**config.mk**
```make
export PLATFORM = sky130hd
export DESIGN_NAME = fetch_ctrl
export DESIGN_NICKNAME = d
export VERILOG_FILES = /design/src/rtl/fetch_ctrl.sv
export SDC_FILE = /design/constraint.sdc
export NUM_CORES = 1
export LEC_CHECK = 0
export BUFFER_PORTS_ARGS = -buffer_cell sky130_fd_sc_hd__buf_2
export CAP_MARGIN = 20
export CORE_MARGIN = 2
export CORE_UTILIZATION = 40
export DETAILED_ROUTE_END_ITERATION = 8
export GPL_TIMING_DRIVEN = 0
export HOLD_SLACK_MARGIN = 0.05
export PLACE_DENSITY = 0.81
export SLEW_MARGIN = 15
export SYNTH_ARGS = -nofsm -noshare
export SYNTH_HDL_FRONTEND = slang
export SYNTH_SLANG_ARGS = --single-unit
```
**constraint.sdc**
```tcl
create_clock -name i_clk -period 2.82 [get_ports i_clk]
set_input_delay 0.564 -clock i_clk [delete_from_list [all_inputs] [get_ports i_clk]]
set_output_delay 0.564 -clock i_clk [all_outputs]
set_load 0.1 [all_outputs]
```
**src/rtl/fetch_ctrl.sv**
```systemverilog
// rtl/fetch_ctrl.sv - instruction-fetch sequencer: fetch PC, imem req/ack port, branch redirect, stale-response kill.
// Optional misaligned-redirect trap enabled by defining MISALIGN_TRAP_EN.
module fetch_ctrl #(
  parameter logic [31:0] RESET_PC = 32'h0000_0000
`ifdef MISALIGN_TRAP_EN
  , parameter logic [31:0] TRAP_VEC = 32'h0000_0100
`endif
) (
  input  logic        i_clk,
  input  logic        i_rst,
  input  logic        i_branch,
  input  logic        i_zero,
  input  logic [31:0] i_br_pc,
  input  logic [31:0] i_branch_off,
  input  logic        i_stall,
  output logic        o_imem_req,
  output logic [31:0] o_imem_addr,
  input  logic        i_imem_ack,
  input  logic [31:0] i_imem_rdata,
  output logic        o_if_valid,
  output logic [31:0] o_if_pc,
  output logic [31:0] o_if_instr,
  output logic [31:0] o_pc,
  output logic        o_misalign_trap,
  output logic [31:0] o_trap_addr
);

  typedef enum logic [1:0] {ST_IDLE, ST_REQ, ST_KILL, ST_HOLD} state_t;

  state_t      r_state;
  state_t      w_next_state;
  logic [31:0] r_pc;
  logic [31:0] r_kill_addr;
  logic        r_if_valid;
  logic [31:0] r_if_pc;
  logic [31:0] r_if_instr;

  logic        w_redirect;
  logic [31:0] w_raw_target;
  logic [31:0] w_target;

  assign w_redirect   = i_branch & i_zero;
  assign w_raw_target = i_br_pc + i_branch_off;

`ifdef MISALIGN_TRAP_EN
  logic        r_misalign_trap;
  logic [31:0] r_trap_addr;
  logic        w_misaligned;

  assign w_misaligned = |w_raw_target[1:0];
  assign w_target     = w_misaligned ? TRAP_VEC : w_raw_target;

  always_ff @(posedge i_clk) begin
    if (i_rst) begin
      r_misalign_trap <= 1'b0;
      r_trap_addr     <= 32'h0;
    end else begin
      r_misalign_trap <= w_redirect & w_misaligned;
      if (w_redirect & w_misaligned)
        r_trap_addr <= w_raw_target;
    end
  end

  assign o_misalign_trap = r_misalign_trap;
  assign o_trap_addr     = r_trap_addr;
`else
  assign w_target        = w_raw_target & 32'hFFFF_FFFC;
  assign o_misalign_trap = 1'b0;
  assign o_trap_addr     = 32'h0;
`endif

  always_ff @(posedge i_clk) begin
    if (i_rst) r_state <= ST_IDLE;
    else       r_state <= w_next_state;
  end

  always_comb begin
    w_next_state = r_state;
    case (r_state)
      ST_IDLE: w_next_state = ST_REQ;
      ST_REQ: begin
        if (w_redirect)      w_next_state = i_imem_ack ? ST_REQ : ST_KILL;
        else if (i_imem_ack) w_next_state = ST_HOLD;
      end
      ST_KILL: if (i_imem_ack) w_next_state = ST_REQ;
      ST_HOLD: if (w_redirect || !i_stall) w_next_state = ST_REQ;
      default: w_next_state = ST_IDLE;
    endcase
  end

  always_comb begin
    o_imem_req  = (r_state == ST_REQ) || (r_state == ST_KILL);
    o_imem_addr = (r_state == ST_KILL) ? r_kill_addr : r_pc;
  end

  // Redirect wins over a same-cycle ack, so a response racing a redirect is never captured.
  always_ff @(posedge i_clk) begin
    if (i_rst) begin
      r_pc        <= RESET_PC;
      r_kill_addr <= 32'h0;
      r_if_valid  <= 1'b0;
      r_if_pc     <= 32'h0;
      r_if_instr  <= 32'h0;
    end else begin
      case (r_state)
        ST_IDLE: if (w_redirect) r_pc <= w_target;
        ST_REQ: begin
          if (w_redirect) begin
            r_pc <= w_target;
            if (!i_imem_ack) r_kill_addr <= r_pc;
          end else if (i_imem_ack) begin
            r_if_instr <= i_imem_rdata;
            r_if_pc    <= r_pc;
            r_if_valid <= 1'b1;
            r_pc       <= r_pc + 32'd4;
          end
        end
        ST_KILL: if (w_redirect) r_pc <= w_target;
        ST_HOLD: begin
          if (w_redirect) begin
            r_if_valid <= 1'b0;
            r_pc       <= w_target;
          end else if (!i_stall) begin
            r_if_valid <= 1'b0;
          end
        end
        default: ;
      endcase
    end
  end

  assign o_pc       = r_pc;
  assign o_if_valid = r_if_valid;
  assign o_if_pc    = r_if_pc;
  assign o_if_instr = r_if_instr;

endmodule

```
==> run_results.csv, run 1 <==
group,metric,value,unit
outcome,status,"completed",
setup_path,cp-start-kind,"input pin",
pwr,swShare,0.4043,
timing,tightestPinTransition,0.8633,ns
pwr,p_sw,2.556,mW
timing,finalWorstSetupSlack,0.09507,ns
die,core,0.01790,mm2
cts,clk_latency,0.42,ns
die,start_util,0.4055,
die,dieArea,0.01924,mm2
global_routing,grt_max_degree,17,
route,drt_first_pass_iters,5,
setup_path,crit_arrival,3.00,ns
min_path,hold_start,"i_imem_rdata[5]",
place,place_inst,1440,
pwr,ir_worst_vdd,0.4312,mV
pwr,power_frac_seq,0.310,
synth,synth_common_cells,"nand2_1, a21oi_1, dfxtp_1, clkbuf_1, nor2_1",
pwr,internal_power,3.766,mW
synth,synthCells,950,
synth,ys_ff_latch,125,
setup_path,crit_start,"i_br_pc[7]",
timing,finClkSkew,0.01376,ns
cts,cts.sinks,125,
layout,finalNonFillerCells,1471,
setup_path,worstSetupPathType,"input pin to flop",
place,port_buffers,223,
global_routing,grt_use_total,0.2218,
route,vias_per_cell,5.113,
synth,ys_seq_area_frac,0.3447,
die,ios,265,
place,place_ws,-0.3508,ns
pwr,p_comb_frac,0.345,
synth,synthArstFlopShare,0,
synth,yosysTopAreaCellShare,0.3447,
cts,numCtsBuffers,17,
global_routing,grt-ovfl-total,0,
route,avgRoutedWirePerCell,14.90,um
layout,fillers,1703,
route,vias,7521,
min_path,min_path_type,"input pin to flop",
die,fp.dieH,138.7,um
synth,dominantRegCellSynth,"dfxtp_1",
synth,syn_avg_cell_area,7.642,um2
pwr,p_clk_frac,0.345,
synth,synth_edf_count,0,
synth,synth_area_leaders,"dfxtp_1, nand2_1, a21oi_1",
layout,drive_gt1_frac,0.3011,
route,routed_wl,21920,um
synth,yosysWarnings,0,
layout,diodes,0,
place,gp_congestion,0.9075,
global_routing,grt_pass1_wl,34570,um
timing,hold_viol,0,
setup_path,worstPathCellList,"buf_2 -> ha_1 -> a21oi_1 -> o22ai_1 -> a221oi_2 -> a21oi_2 -> o211ai_1 -> buf_4 -> nand2_1 -> a31oi_1 -> mux2i_1 -> a21oi_2",
pwr,leakage,4.258,nW
route,drtIter0Drc,593,
synth,syn_area,0.007259,mm2
setup_path,critPathCaptureType,"flop",
pwr,cellPowerDensity,668.5,mW/mm2
setup_path,critPathMostFrequentCell,"a21oi_2",
timing,setup_viol,0,
flow_run,drv_cap,0,
layout,final_nets,1367,
setup_path,slowest_delay,0.44,ns
global_routing,antenna_found_initial,0,
cts,cts_tree,"done",
cts,h-tree-depth,4,
synth,synthDistinctLibCells,62,
setup_path,reg2reg_from,"r_state[0]",
setup_path,cp.required,3.10,ns
cts,cts_root_buf,"clkbuf_16",
timing,slew_headroom,0.4223,
route,ant_nets,0,
cts,path_clk_slew,0.05,ns
timing,fmax,367.0,MHz
layout,area_delta_synth_final,30.27,%
die,row_count,49,
timing,fin_crit_sh,0.9663,
global_routing,grt_pass1_vias,6720,
timing,finalMaxSlewViolations,0,
cts,clock_path_buffers,2,
die,die_x,138.7,um
route,drc_errors,0,
setup_path,slowest_stage,"a221oi_2",
place,hpwlAfterDp,17040,um
setup_path,crit_fanout,5,
timing,post-route-min-period,2.725,ns
synth,synth_most_common_cell,"nand2_1",
synth,yosys.area.top_type,"dfxtp_1",
-- sequential cells by signal, summed over array words and instances, names as in the netlist --
name / cells
r_kill_addr: 30
o_pc: 30
o_if_pc: 30
r_state: 2
o_if_valid: 1
o_if_instr: 32
-- power by group through the flow --
| stage | registers [mW] | logic, mW | clock network (mW) |
|---|---|---|---|
| finish | 1.96 | 2.18 | 2.18 |
| global route | 1.97 | 2.30 | 2.30 |
| CTS | 1.96 | 2.17 | 2.21 |
| detailed placement | 1.99 | 2.16 | 0 |
| global placement | 1.99 | 2.15 | 0 |
| floorplan | 2.50 | 1.25 | 0 |
-- worst max-delay path, delay by kind of cell --
family | cells | cell delay (ns)
AND/OR/NAND/NOR | 1 | 0.10
adder cells (fa/ha/maj) | 1 | 0.36
buffers and inverters | 2 | 0.27
multiplexers | 1 | 0.25
AO/OA/AOI/OAI | 7 | 1.46
-- path summary, 6_finish.rpt --
| kind | endpoint | slack [ns] | cells past startpoint |
|---|---|---|---|
| setup / recovery | o_pc[28] | 0.1 | 12 |
| hold / removal | o_if_instr[5] | 0.39 | 3 |
| setup reg to reg | o_if_instr[23] | 0.18 | 8 |
| hold reg to reg | o_if_pc[28] | 0.45 | 2 |
-- area by class of cell --
type	count	area, um2	area share
Buffer	106	566.8	0.05994
Clock buffer	25	515.5	0.05451
Clock inverter	5	80.08	0.008468
Inverter	15	56.30	0.005954
Multi-Input combinational cell	742	4304	0.4551
Sequential cell	125	2524	0.2669
Tap cell	229	286.5	0.03030
Timing Repair Buffer	224	1124	0.1188
-- layout by cell type, fill, tap and decap left out, types with 15 or more instances in the layout --
| master | n |
|---|---|
| mux2_2 | 30 |
| buf_4 | 40 |
| buf_2 | 230 |
| a21o_1 | 20 |
| xnor2_1 | 26 |
| a211oi_1 | 15 |
| nor2_1 | 48 |
| conb_1 | 39 |
| nand3_1 | 21 |
| clkbuf_1 | 52 |
| dfxtp_1 | 108 |
| nand2_1 | 227 |
| a21oi_1 | 141 |
| ha_1 | 34 |
| o21ai_0 | 27 |
| inv_1 | 15 |
| clkbuf_16 | 17 |
| dfxtp_2 | 17 |
-- per-stage QoR --
| step | utilization | TNS, ns | hold slack [ns] | area [um2] | total power, mW |
|---|---|---|---|---|---|
| 5_1_grt | 0.5282 | -0.1103 | 0.3709 | 9457 | 6.564 |
| 2_1_floorplan | - | 0 | 0.4329 | 7423 | 3.748 |
| 3_3_place_gp | 0.4930 | -5.025 | 0.4379 | 8826 | 4.136 |
| 4_1_cts | 0.5266 | 0 | 0.3741 | 9427 | 6.336 |
| 3_5_place_dp | 0.4930 | -7.239 | 0.4433 | 8826 | 4.152 |
| 6_report | 0.5282 | 0 | 0.3883 | 9457 | 6.322 |
-- timing repair --
item | 4_1_cts | 5_1_grt
setup buffers | 0 | 1
setup endpoints to repair | 70 | 86
resized for setup | 3 | 9
pin swaps | 0 | 3
hold buffers | 0 | 0
hold endpoints to repair | 0 | 0
-- logic make-up (layout without fill, tap and decap cells) --
group                      count (synthesis)  in the layout  synth area share
muxes                                     31             31           0.04791
adders and majority gates                 34             34           0.05860
and+or+nand+nor                          347            347            0.2034
other                                      1             39         0.0005166
xor gates and xnor gates                  39             39           0.04705
AOI/OAI and AO/OA                        252            252            0.2129
DFF                                      125            125            0.3447
buffers and inverters                    121            375           0.08497
-- layer usage --
layer / global-route usage / vias up / share of wire
met5: 0 / - / 0
met4: 0.07177 / 0 / 0.021
met3: 0.05110 / 43 / 0.083
met2: 0.3627 / 341 / 0.46
met1: 0.2915 / 3368 / 0.44
li1: - / 3769 / -
Note: power is estimated with default switching activity, not from simulation.
==> run 2: changes to the inputs <==
--- a/config.mk
+++ b/config.mk
@@ -9,6 +9,7 @@
 export CAP_MARGIN = 20
 export CORE_MARGIN = 2
 export CORE_UTILIZATION = 40
+export CTS_BUF_LIST = sky130_fd_sc_hd__clkbuf_4 sky130_fd_sc_hd__clkbuf_8
 export DETAILED_ROUTE_END_ITERATION = 8
 export GPL_TIMING_DRIVEN = 0
 export HOLD_SLACK_MARGIN = 0.05
==> run 2 against run 1 <==
Maximum frequency up 1.2%. Final area is 1.9% lower. First-iteration DRC count did not move. Register-to-register slack better by 0.03 ns. Worst hold slack got worse by 0.034 ns. Largest cell class unchanged. Largest power group unchanged.
==> run_results.csv, run 2 (synthesis gave the netlist of run 1 again) <==
group,metric,value,unit
pwr,ir_worst_vdd,0.3741,mV
setup_path,crit_fanout,5,
setup_path,worstSetupPathDepth,12,
pwr,leakage,4.179,nW
layout,finish.utilization,0.5180,
layout,area_delta_synth_final,27.73,%
min_path,min_path_type,"input pin to flop",
layout,diodes,0,
cts,cts_root_buf,"clkbuf_8",
global_routing,antenna_found_initial,0,
setup_path,critPathMostFrequentCell,"a21oi_2",
die,row_count,49,
flow_run,drv_cap,0,
pwr,swShare,0.4329,
die,dieArea,0.01924,mm2
timing,fin_crit_sh,0.9552,
setup_path,crit_arrival,3.00,ns
cts,numCtsBuffers,17,
route,routed_wl,21950,um
timing,fmax,371.2,MHz
global_routing,grt_max_degree,17,
global_routing,grt_use_total,0.2204,
die,die_x,138.7,um
cts,cts.sinks,125,
layout,fillers,1731,
setup_path,worstSetupPathType,"input pin to flop",
timing,setup_viol,0,
place,port_buffers,223,
die,ios,265,
global_routing,grt-ovfl-total,0,
setup_path,critical_path.top_delay_family,"compound AO/OA/AOI/OAI gates",
layout,final_cell_mix,"buf_2, nand2_1, a21oi_1",
route,ant_nets,0,
timing,tightestPinTransition,0.8899,ns
pwr,p_sw,2.495,mW
die,start_util,0.4055,
setup_path,r2r_cells,8,
layout,drive_gt1_frac,0.3027,
cts,path_clk_slew,0.07,ns
route,drtIter0Drc,593,
cts,cts_tree,"done",
outcome,status,"completed",
timing,hold_viol,0,
place,hpwlAfterDp,17040,um
route,vias_per_cell,5.122,
timing,whs,0.3539,ns
pwr,cellPowerDensity,621.6,mW/mm2
cts,hold_buffers,0,
route,vias,7535,
pwr,total_power,5.764,mW
die,fp.dieH,138.7,um
route,drc_errors,0,
pwr,p_clk_frac,0.282,
pwr,internal_power,3.269,mW
setup_path,cp.required,3.13,ns
setup_path,worstPathCellList,"buf_2 -> ha_1 -> a21oi_1 -> o22ai_1 -> a221oi_2 -> a21oi_2 -> o211ai_1 -> buf_4 -> nand2_1 -> a31oi_1 -> mux2i_1 -> a21oi_2",
setup_path,slowest_delay,0.44,ns
timing,slew_headroom,0.4045,
setup_path,path_buf_inv,2,
timing,post-route-min-period,2.694,ns
setup_path,critPathCaptureType,"flop",
setup_path,cp-start-kind,"input pin",
setup_path,r2r-end,"o_if_instr[23]",
layout,layout_commonest_cell,"buf_2",
die,core,0.01790,mm2
layout,largest_register_ffs,32,
place,gp_congestion,0.9075,
global_routing,grt_pass1_wl,34420,um
cts,clock_path_buffers,2,
global_routing,grt_pass1_vias,6664,
setup_path,endpoint,"o_pc[28]",
cts,h-tree-depth,4,
setup_path,crit_start,"i_br_pc[7]",
setup_path,r2r_setup_slack,0.21,ns
pwr,p_comb_frac,0.379,
route,avgRoutedWirePerCell,14.92,um
timing,finClkSkew,0.01284,ns
pwr,power_frac_seq,0.339,
layout,final_nets,1367,
setup_path,reg2reg_from,"r_state[0]",
setup_path,slowest_stage,"a221oi_2",
route,drt_first_pass_iters,5,
cts,clk_latency,0.45,ns
timing,finalMaxSlewViolations,0,
## run 2: cell types whose count changed in the layout (fill, tap and decap cells not counted)
| cell | before | now |
|---|---|---|
| clkbuf_2 | 5 | 4 |
| clkbuf_8 | 6 | 23 |
| buf_2 | 230 | 231 |
| clkbuf_1 | 52 | 50 |
| clkbuf_16 | 17 | 0 |
| clkbuf_4 | 0 | 2 |
## run 2: layout make-up
cell class | instances | area, um2 | share of cell area
multi-input cells | 742 | 4304 | 0.4642
flip-flops and latches | 125 | 2524 | 0.2722
clock inverters | 5 | 80.08 | 0.008636
repair buffers | 224 | 1124 | 0.1212
inverters | 15 | 56.30 | 0.006072
well taps | 229 | 286.5 | 0.03090
plain buffers | 106 | 566.8 | 0.06113
clock buffers | 25 | 331.6 | 0.03576
## run 2: power by group through the flow
stage	Combinational (mW)	Sequential [mW]	Clock (mW)
CTS	2.17	1.95	1.65
finish	2.18	1.95	1.63
detailed placement	2.16	1.99	0
global route	2.30	1.96	1.72
global placement	2.15	1.99	0
floorplan	1.25	2.50	0
## run 2: worst min-delay path by stage
stage | from | slack, ns | end | depth (start not counted)
floorplan | r_kill_addr[10] | 0.43 | r_kill_addr[10] | 2
global placement | r_kill_addr[8] | 0.44 | r_kill_addr[8] | 2
detailed placement | r_kill_addr[31] | 0.44 | r_kill_addr[31] | 2
CTS | i_imem_rdata[5] | 0.33 | o_if_instr[5] | 3
global route | i_imem_rdata[5] | 0.33 | o_if_instr[5] | 3
finish | i_imem_rdata[5] | 0.35 | o_if_instr[5] | 3
## run 2: per-layer routing
metal	vias up	GRT usage	wire, um
li1	3772	-	-
met1	3350	0.2929	9565
met2	374	0.3606	10000
met3	39	0.04385	1962
met4	0	0.07337	415
met5	-	0	0
## run 2: per-stage QoR
stage / setup TNS [ns] / setup slack [ns] / cells / instance area, um2
3_3_place_gp: -5.025 / -0.2927 / 1440 / 8826
4_1_cts: 0 / 0.006155 / 1470 / 9244
5_1_grt: -0.009660 / -0.008045 / 1471 / 9273
2_1_floorplan: 0 / 0.09737 / 988 / 7423
6_report: 0 / 0.1263 / 1471 / 9273
3_5_place_dp: -7.239 / -0.3508 / 1440 / 8826
## run 2: repair_timing
item / CTS / global route
resized for setup: 4 / 8
hold endpoints to repair: 0 / 0
pin swaps: 0 / 3
gates cloned: 0 / 0
setup buffers: 0 / 1
endpoints found under the setup margin: 82 / 76
## run 2: tightest hold or removal path: stages
cell and delay (ns):
buf_2 0.09, nand2_1 0.04, a21oi_1 0.05
